### src/rtl/mips_muldiv_unit.sv
// Iterative MIPS multiply/divide unit owning the HI/LO registers.
// Radix-2 shift-add multiply and restoring divide, one bit per enabled cycle.
//
// state | meaning
// IDLE  | waiting for start; MTHI/MTLO complete here in one cycle
// MUL   | shift-add iterations, one multiplier bit per cycle
// DIV   | restoring shift-subtract, one quotient bit per cycle
// FIX   | sign correction, HI/LO write, done pulse
module mips_muldiv_unit #(
  parameter int WIDTH = 32
) (
  input  logic             clk,
  input  logic             reset,
  input  logic             clk_enable,
  input  logic             start,
  input  logic [2:0]       op,
  input  logic [WIDTH-1:0] srca,
  input  logic [WIDTH-1:0] srcb,
  output logic             busy,
  output logic             done,
  output logic [WIDTH-1:0] hi,
  output logic [WIDTH-1:0] lo
);

  localparam int CW = 6;
  localparam logic [2:0] OP_MULT  = 3'b000;
  localparam logic [2:0] OP_MULTU = 3'b001;
  localparam logic [2:0] OP_DIV   = 3'b010;
  localparam logic [2:0] OP_DIVU  = 3'b011;
  localparam logic [2:0] OP_MTHI  = 3'b100;
  localparam logic [2:0] OP_MTLO  = 3'b101;

  typedef enum logic [1:0] {S_IDLE, S_MUL, S_DIV, S_FIX} state_t;

  state_t             state, state_nxt;
  logic [CW-1:0]      cnt;
  logic [2*WIDTH-1:0] acc;
  logic [WIDTH-1:0]   opnd;
  logic [WIDTH-1:0]   orig_a;
  logic               neg_q, neg_r, is_div, dbz;

  logic               accept, is_signed, last_iter;
  logic [WIDTH-1:0]   abs_a, abs_b;
  logic [WIDTH:0]     mul_sum;
  logic [WIDTH:0]     div_cand;
  logic               div_ge;
  logic [WIDTH-1:0]   div_rem;
  logic [2*WIDTH-1:0] prod_fix;
  logic [WIDTH-1:0]   quo_fix, rem_fix;

  always_comb begin
    accept    = start && (state == S_IDLE);
    is_signed = ~op[0];
    abs_a     = (is_signed && srca[WIDTH-1]) ? -srca : srca;
    abs_b     = (is_signed && srcb[WIDTH-1]) ? -srcb : srcb;
    last_iter = (cnt == CW'(WIDTH - 1));
  end

  always_comb begin
    state_nxt = state;
    busy      = (state != S_IDLE);
    case (state)
      S_IDLE: begin
        if (accept) begin
          case (op)
            OP_MULT, OP_MULTU: state_nxt = S_MUL;
            OP_DIV, OP_DIVU:   state_nxt = S_DIV;
            default:           state_nxt = S_IDLE;
          endcase
        end
      end
      S_MUL, S_DIV: if (last_iter) state_nxt = S_FIX;
      S_FIX:        state_nxt = S_IDLE;
      default:      state_nxt = S_IDLE;
    endcase
  end

  always_ff @(posedge clk or negedge reset) begin
    if (!reset) state <= S_IDLE;
    else if (clk_enable) state <= state_nxt;
  end

  // acc holds {partial product, multiplier} or {remainder, dividend/quotient}
  always_comb begin
    mul_sum  = {1'b0, acc[2*WIDTH-1:WIDTH]} + {1'b0, (acc[0] ? opnd : {WIDTH{1'b0}})};
    div_cand = acc[2*WIDTH-1:WIDTH-1];
    div_ge   = (div_cand >= {1'b0, opnd});
    div_rem  = div_ge ? (div_cand[WIDTH-1:0] - opnd) : div_cand[WIDTH-1:0];
    prod_fix = neg_q ? -acc : acc;
    quo_fix  = neg_q ? -acc[WIDTH-1:0] : acc[WIDTH-1:0];
    rem_fix  = neg_r ? -acc[2*WIDTH-1:WIDTH] : acc[2*WIDTH-1:WIDTH];
  end

  always_ff @(posedge clk or negedge reset) begin
    if (!reset) begin
      cnt    <= '0;
      acc    <= '0;
      opnd   <= '0;
      orig_a <= '0;
      neg_q  <= 1'b0;
      neg_r  <= 1'b0;
      is_div <= 1'b0;
      dbz    <= 1'b0;
      done   <= 1'b0;
      hi     <= '0;
      lo     <= '0;
    end else if (clk_enable) begin
      done <= (state == S_FIX);
      case (state)
        S_IDLE: begin
          if (accept) begin
            case (op)
              OP_MTHI: hi <= srca;
              OP_MTLO: lo <= srca;
              OP_MULT, OP_MULTU: begin
                acc    <= {{WIDTH{1'b0}}, abs_b};
                opnd   <= abs_a;
                neg_q  <= is_signed & (srca[WIDTH-1] ^ srcb[WIDTH-1]);
                is_div <= 1'b0;
                cnt    <= '0;
              end
              OP_DIV, OP_DIVU: begin
                acc    <= {{WIDTH{1'b0}}, abs_a};
                opnd   <= abs_b;
                neg_q  <= is_signed & (srca[WIDTH-1] ^ srcb[WIDTH-1]);
                neg_r  <= is_signed & srca[WIDTH-1];
                orig_a <= srca;
                dbz    <= (srcb == '0);
                is_div <= 1'b1;
                cnt    <= '0;
              end
              default: ;
            endcase
          end
        end
        S_MUL: begin
          acc <= {mul_sum, acc[WIDTH-1:1]};
          cnt <= cnt + 1'b1;
        end
        S_DIV: begin
          acc <= {div_rem, acc[WIDTH-2:0], div_ge};
          cnt <= cnt + 1'b1;
        end
        S_FIX: begin
          if (!is_div) begin
            hi <= prod_fix[2*WIDTH-1:WIDTH];
            lo <= prod_fix[WIDTH-1:0];
          end else if (dbz) begin
            // divide-by-zero returns the untouched dividend rather than the iterated remainder
            hi <= orig_a;
            lo <= {WIDTH{1'b1}};
          end else begin
            hi <= rem_fix;
            lo <= quo_fix;
          end
        end
        default: ;
      endcase
    end
  end

endmodule

### config.mk
export PLATFORM = sky130hd
export DESIGN_NAME = mips_muldiv_unit
export DESIGN_NICKNAME = d
export VERILOG_FILES = /design/src/rtl/mips_muldiv_unit.sv
export SDC_FILE = /design/constraint.sdc
export NUM_CORES = 1
export LEC_CHECK = 0
export ABC_AREA = 0
export CORE_AREA = 10 10 217 219
export CTS_BUF_LIST = sky130_fd_sc_hd__clkbuf_2 sky130_fd_sc_hd__clkbuf_4 sky130_fd_sc_hd__clkbuf_8
export CTS_CLUSTER_DIAMETER = 80
export DETAILED_ROUTE_END_ITERATION = 8
export DIE_AREA = 0 0 227 229
export PLACE_DENSITY = 0.59
export SLEW_MARGIN = 20
export SYNTH_ARGS = -nofsm -noshare
export SYNTH_HDL_FRONTEND = slang
export SYNTH_SLANG_ARGS = --single-unit
export TNS_END_PERCENT = 100
### constraint.sdc
create_clock -name clk -period 3.3 [get_ports clk]
set_input_delay 0.33 -clock clk [delete_from_list [all_inputs] [get_ports clk]]
set_output_delay 0.33 -clock clk [all_outputs]
set_load 0.005 [all_outputs]
==> out/metrics.csv, run 1 <==
stage,metric,value,unit
routing,drc,0,
routing,avgViaCountPerCell,5.991,
layout,nNetsFinal,2663,
setup_path,start_kind,flip-flop,
setup_path,crit_fanout,5,
setup_path,endpoint_kind,flip-flop,
layout,multiInputGateArea,11210,um2
global_route,grt_max_degree,82,
clock_tree,path_clk_slew,0.06,ns
sta,setup_tns,-0.03267,ns
setup_path,crit_arrival,3.78,ns
synthesis,muxShareOfSynthArea,0.03821,
power_and_ir_drop,seqPwrFrac,0.223,
routing,wl_per_cell,23.42,um
min_path,hold_path.class,in2async,
sta,tightest_slew,0.8354,ns
clock_tree,cts-root-buf,clkbuf_8,
power_and_ir_drop,p_sw,9.513,mW
routing,drt_pass1_iterations,5,
synthesis,synth_seq_area_share,0.3030,
synthesis,yosysUniqueCellTypes,76,
clock_tree,clock-sinks,205,
layout,ff_latch_area,5132,um2
power_and_ir_drop,power.internal,10.97,mW
die,start_util,0.3965,
job,max_cap_viol_count,0,
place,dp_hpwl,56810,um
global_route,grt_pass1_wl,109100,um
clock_tree,clk_path_buf_depth,3,
layout,drive_above_1_share,0.1921,
sta,finalCritPeriodShare,1.010,
place,dp.cells,3004,
power_and_ir_drop,power_density,930.2,nW/um2
global_route,gr-total-overflow,0,
synthesis,synth_cells,2182,
global_route,grt_pass1_vias,17728,
layout,diodes,0,
setup_path,required,3.75,ns
synthesis,yosys.area_share.simple,0.1845,
synthesis,synth_edf_count,0,
sta,relSlewSlack,0.4430,
power_and_ir_drop,pwr-share-comb,0.639,
synthesis,synth_nets,2328,
layout,stdcell_count,3091,
clock_tree,tritoncts,done,
clock_tree,insertion_delay,0.62,ns
power_and_ir_drop,leakagePower,9.562,nW
place,io_buffer_count,136,
run_status,status,"finished, violations left",
sta,rsz0062_at_grt,true,
die,core,42700,um2
die,die-area,51980,um2
routing,ant_nets,0,
synthesis,synth_compound_gate_area_share,0.2803,
routing,drtIter0Drc,1870,
setup_path,criticalPathCategory,reg2reg,
global_route,antenna_found_initial,1,
die,rows,76,
sta,fmax,300.1,MHz
synthesis,synth_xor_area_frac,0.08691,
power_and_ir_drop,peakVddDrop,561.7,uV
layout,syn_to_final_growth,30.05,%
routing,vias,18517,
synthesis,ys_ff_latch,205,
power_and_ir_drop,pwr-share-clk,0.138,
die,die_h,229,um
synthesis,avgSynthCellArea,7.759,um2
sta,finalCriticalPeriod,3.333,ns
sta,setup_viol,1,
synthesis,ys.flop_type,dfrtp_1,
sta,finalClockSkew,0.04683,ns
sta,hold_viol,0,
clock_tree,numCtsBuffers,39,
synthesis,synth_fa_ha_area_frac,0.05632,
synthesis,synth_top_family_by_area,compound AO/OA/AOI/OAI gates,
die,die_w,227,um
synthesis,synth_area,16930,um2
layout,num-fill-cells,4140,
global_route,gr-usage-all-layers,0.2719,
routing,wirelength,72410,um
clock_tree,htreeDepth,2,
sta,drv_slew,0,
run_status,violations,negative setup slack,
synthesis,ys_async_sr_fraction,1.000,
power_and_ir_drop,switching_share,0.4645,
synthesis,yosysWarnings,0,
die,ioPinCount,137,
place,gp_congestion,1.007,
sta,fin_ws,-0.03267,ns
-- area by class of cell --
cell class | count | area share
Inverter | 70 | 0.01205
Sequential cell | 205 | 0.2331
Timing Repair Buffer | 451 | 0.1754
Multi-Input combinational cell | 1750 | 0.5092
Clock inverter | 13 | 0.006137
Clock buffer | 56 | 0.03302
Tap cell | 546 | 0.03103
-- repair_timing --
item | CTS | global route
pin swaps | 3 | 21
setup buffers | 5 | 11
cloned | 0 | 1
endpoints found under the hold margin | 78 | 0
endpoints found under the setup margin | 26 | 52
hold buffers | 1 | 0
gates resized for setup | 18 | 63
-- final timing paths --
path | start | endpoint | slack, ns | cells past startpoint
setup / recovery | acc[32] | hi[30] | -0.03 | 12
hold / removal | reset | hi[27] | 0.31 | 2
setup reg to reg | acc[32] | hi[30] | -0.03 | 12
hold reg to reg | lo[0] | lo[0] | 0.48 | 2
max in group asynchronous | reset | acc[32] | 2.02 | 3
min in group clk | srca[28] | hi[28] | 0.45 | 3
-- routing by layer --
metal,routed length [um],global-route usage,vias to the layer above
met1,31010,0.3691,8952
met4,2982,0.1031,0
met2,32330,0.4260,845
met5,0,0,-
li1,-,-,8574
met3,6078,0.04256,146
-- registers in the layout, indices dropped and copies added (netlist names) --
signal	flops
dbz	1
hi	32
neg_q	1
neg_r	1
is_div	1
acc	64
lo	32
orig_a	32
state	2
opnd	32
done	1
cnt	6
-- critical path: stages, from the launching register on --
cell and delay (ns):
dfrtp_2 0.43, inv_2 0.09, ha_4 0.13, or3b_4 0.37, or3_4 0.38, nor2_4 0.11
nand4b_4 0.10, or4b_4 0.53, or4b_4 0.53, a21oi_2 0.15, o211ai_1 0.10, o22ai_1 0.18
o21ai_1 0.08
-- stage by stage --
stage	power (mW)	setup slack (ns)	hold slack, ns	utilization	cell area, um2
after floorplan	11.54	0.05360	0.03441	-	16930
after global placement	16.65	-0.1510	0.3796	0.4851	20710
after detailed placement	16.82	-0.2203	0.3842	0.4856	20730
after CTS	19.80	-0.04750	0.3452	0.5085	21710
after global routing	21.88	-0.1208	0.3857	0.5157	22020
final	20.48	-0.03267	0.3138	0.5157	22020
-- logic make-up (layout without fill, tap and decap cells) --
logic type,count (synthesis),in the layout
XOR/XNOR,168,168
AND/OR/NAND/NOR,666,666
flip-flops,205,205
buffers and inverters,227,590
AO/OA/AOI/OAI,780,780
multiplexers,61,61
adder cells (fa/ha/maj),75,75
-- power groups by stage --
stage | registers [mW] | logic [mW] | clock network (mW)
CTS | 4.51 | 12.4 | 2.88
floorplan | 4.27 | 7.27 | 0
global route | 4.68 | 14.2 | 2.98
finish | 4.56 | 13.1 | 2.84
detailed placement | 4.56 | 12.3 | 0
global placement | 4.51 | 12.1 | 0
-- synth_stat cells (all sizes together), types with 5 or more instances --
| cell type | n | area, um2 |
|---|---|---|
| and2 | 8 | 50.05 |
| ha | 73 | 913.4 |
| nor2b | 18 | 112.6 |
| mux2i | 32 | 320.3 |
| o22ai | 41 | 256.5 |
| nor4b | 5 | 56.31 |
| o21bai | 11 | 82.58 |
| a21boi | 5 | 37.54 |
| o31ai | 38 | 285.3 |
| clkbuf | 134 | 503.0 |
| buf | 23 | 93.84 |
| nor3b | 8 | 60.06 |
| o211ai | 33 | 247.7 |
| xnor2 | 118 | 1033 |
| dfrtp | 205 | 5130 |
| o21a | 13 | 97.59 |
| a22oi | 18 | 135.1 |
| or3 | 22 | 142.6 |
| nand4 | 13 | 81.33 |
| nand2b | 14 | 87.58 |
| and3 | 5 | 31.28 |
| a32oi | 6 | 52.55 |
| nor4 | 19 | 131.4 |
| or4b | 5 | 57.56 |
| a211oi | 17 | 127.6 |
| a31oi | 15 | 100.1 |
| o41ai | 13 | 113.9 |
| a221o | 21 | 210.2 |
| o21ai | 269 | 1346 |
| nor3 | 32 | 160.2 |
| nor2 | 190 | 728.2 |
| a22o | 9 | 78.83 |
| inv | 68 | 255.2 |
| mux2 | 29 | 326.6 |
| a21o | 27 | 202.7 |
| a221oi | 10 | 87.58 |
| or4 | 15 | 112.6 |
| a21oi | 205 | 1026 |
| nand3 | 25 | 130.1 |
| o221ai | 8 | 70.07 |
| or2 | 9 | 56.31 |
| nand2 | 266 | 998.5 |
| xor2 | 50 | 437.9 |
-- cell usage in the layout, fill, tap and decap left out, drive strengths merged, types with 9 or more instances in the layout --
| cell | n |
|---|---|
| o21ai | 269 |
| clkdlybuf4s50 | 135 |
| xor2 | 50 |
| nand2b | 14 |
| or2 | 9 |
| buf | 314 |
| xnor2 | 118 |
| nor3 | 32 |
| a22o | 9 |
| dfrtp | 205 |
| inv | 69 |
| clkbuf | 57 |
| a221o | 21 |
| nor2 | 190 |
| mux2 | 29 |
| a211oi | 17 |
| nand2 | 266 |
| or3 | 22 |
| nand4 | 13 |
| a21oi | 205 |
| o31ai | 38 |
| o41ai | 13 |
| mux2i | 32 |
| o21a | 13 |
| a31oi | 15 |
| a21o | 27 |
| ha | 73 |
| a22oi | 18 |
| nand3 | 25 |
| o22ai | 41 |
| nor2b | 18 |
| a221oi | 10 |
| o211ai | 33 |
| clkinv | 10 |
| o21bai | 11 |
| nor4 | 19 |
| or4 | 15 |
Power figures use the tool's default switching activity.
==> inputs of run 2 (changes only) <==
- DONT_BUFFER_PORTS: default -> 1
- PLACE_DENSITY: 0.59 -> 0.55
==> run 2 against run 1 <==
Effect of this change: the run ends with negative hold slack left; clock skew fell by 0.0023 ns; sequential power increased by 3%; register-to-register slack improved by 0.06 ns; critical endpoint unchanged; highest routed layer is now met5.
==> out/metrics.csv, run 2 (synthesis gave the netlist of run 1 again) <==
stage,metric,value,unit,change
place,dp_hpwl,54540,um,was 56810 um
setup_path,regToRegEndpoint,hi[30],,unchanged
setup_path,crit_arrival,3.77,ns,was 3.78 ns
routing,ant_nets,0,,unchanged
sta,setup_tns,0,ns,was -0.03267 ns
routing,drtIter0Drc,1676,,was 1870
place,io_buffer_count,0,,was 136
layout,largest_reg_flops,64,,unchanged
run_status,status,"finished, violations left",,unchanged
die,start_util,0.3965,,unchanged
setup_path,rrSetupSlack,0.03,ns,was -0.03 ns
sta,setup_viol,0,,was 1
min_path,hold_path.class,in2async,,unchanged
routing,drt_pass1_iterations,5,,unchanged
place,place_area,18680,um2,was 20730 um2
global_route,gr-usage-all-layers,0.2763,,was 0.2719
job,max_cap_viol_count,0,,unchanged
sta,hold_viol,205,,was 0
place,dp.cells,2780,,was 3004
sta,finalClockSkew,0.04450,ns,was 0.04683 ns
die,rows,76,,unchanged
sta,fmax,305.5,MHz,was 300.1 MHz
layout,syn_to_final_growth,20.29,%,was 30.05%
setup_path,timing.rr.start,acc[32],,unchanged
power_and_ir_drop,peakVddDrop,526.0,uV,was 561.7 uV
global_route,grt_max_degree,206,,was 82
clock_tree,path_clk_slew,0.07,ns,was 0.06 ns
die,core,42700,um2,unchanged
setup_path,r2r_cells,12,,unchanged
global_route,gr-total-overflow,0,,unchanged
sta,relSlewSlack,0.3659,,was 0.4430
clock_tree,insertion_delay,0.64,ns,was 0.62 ns
die,die_w,227,um,unchanged
routing,drc,0,,unchanged
setup_path,crit_fanout,4,,was 5
layout,final_cell_area,20360,um2,was 22020 um2
clock_tree,htreeDepth,2,,unchanged
layout,regMostFlops,acc,,unchanged
setup_path,required,3.80,ns,was 3.75 ns
sta,hold-worst-slack,-0.6127,ns,was 0.3138 ns
layout,stdcell_count,2915,,was 3091
layout,nNetsFinal,2477,,was 2663
power_and_ir_drop,power_density,954.1,nW/um2,was 930.2 nW/um2
power_and_ir_drop,leakagePower,8.779,nW,was 9.562 nW
clock_tree,postCtsHoldBufs,39,,was 1
sta,finalCritPeriodShare,0.9918,,was 1.010
clock_tree,clk_path_buf_depth,3,,unchanged
setup_path,endpoint_kind,flip-flop,,unchanged
clock_tree,numCtsBuffers,42,,was 39
clock_tree,cts-root-buf,clkbuf_8,,unchanged
sta,tightest_slew,0.9477,ns,was 0.8354 ns
layout,layout_commonest_cell,nand2_1,,was buf_4
routing,wirelength,74030,um,was 72410 um
die,ioPinCount,137,,unchanged
die,die_h,229,um,unchanged
clock_tree,clock-sinks,205,,unchanged
clock_tree,tritoncts,done,,unchanged
sta,finalCriticalPeriod,3.273,ns,was 3.333 ns
layout,drive_above_1_share,0.1697,,was 0.1921
sta,drv_slew,0,,unchanged
die,die-area,51980,um2,unchanged
layout,layout_common_cells,"nand2_1 (264), o21ai_0 (250), buf_4 (215), dfrtp_1 (204), a21oi_1 (196)",,"was buf_4 (303), nand2_1 (265), o21ai_0 (238), dfrtp_1 (203), a21oi_1 (193)"
sta,rsz0062_at_grt,true,,unchanged
place,gp_congestion,0.9729,,was 1.007
global_route,antenna_found_initial,4,,was 1
setup_path,start_kind,flip-flop,,unchanged
run_status,violations,negative hold slack,,was negative setup slack
routing,avgViaCountPerCell,6.090,,was 5.991
routing,wl_per_cell,25.40,um,was 23.42 um
global_route,grt_pass1_vias,16661,,was 17728
setup_path,criticalPathCategory,reg2reg,,unchanged
routing,vias,17751,,was 18517
global_route,grt_pass1_wl,109100,um,about the same
-- run 2: area by class of cell --
type                       count  area (um2)
multi-input combinational   1750       11210
tap                          546       683.2
sequential                   205        5131
inverter                      70       262.8
clock inverter                 7       43.79
timing repair buffer         262        2136
clock buffer                  69       880.8
fill                        4281       22330
antenna                        6       15.01
-- run 2: how the worst max path moves through the flow --
stage / start / to / slack (ns) / cells after the start
after floorplan: acc[33] / hi[30] / 0.05 / 12
after global placement: acc[32] / hi[30] / -0.07 / 12
after detailed placement: acc[32] / hi[30] / -0.11 / 12
after CTS: acc[32] / hi[30] / -0.05 / 12
after global routing: acc[32] / hi[30] / -0.07 / 12
final: acc[32] / hi[30] / 0.03 / 12
-- run 2: per-layer routing --
metal / track usage / vias up / part of all wire
met5: 0 / - / 0.00031
met4: 0.1106 / 4 / 0.047
met3: 0.07387 / 149 / 0.093
met2: 0.4095 / 762 / 0.42
met1: 0.3733 / 8632 / 0.44
li1: - / 8204 / -
-- run 2: critical path: stages (launching register included) --
cell and delay (ns):
dfrtp_2 0.43, inv_2 0.09, ha_4 0.14, or3b_4 0.37
or3_4 0.36, nor2_4 0.12, nand4b_4 0.11, or4b_4 0.52
or4b_4 0.52, a21oi_2 0.15, o211ai_1 0.09, o22ai_1 0.16
o21ai_1 0.08
-- run 2: power breakdown --
part | total (mW) | switching (mW) | internal [mW]
Clock | 2.96 | 1.27 | 1.69
Sequential | 4.69 | 1.09 | 3.60
Combinational | 11.8 | 6.88 | 4.90
Total | 19.4 | 9.25 | 10.2
-- run 2: stage by stage --
| step | total power [mW] | util | setup slack [ns] |
|---|---|---|---|
| final | 19.43 | 0.4770 | 0.02696 |
| after global routing | 20.78 | 0.4767 | -0.06767 |
| after detailed placement | 15.84 | 0.4376 | -0.1112 |
| after global placement | 15.72 | 0.4376 | -0.07079 |
| after CTS | 18.98 | 0.4689 | -0.04945 |
| after floorplan | 11.54 | - | 0.05360 |
-- run 2: timing repair --
action | in CTS | in global routing
gates cloned | 0 | 0
pin swaps | 2 | 16
endpoints found under the setup margin | 5 | 51
buffers inserted | 1 | 13
endpoints found under the hold margin | 296 | 205
gates resized for setup | 5 | 58
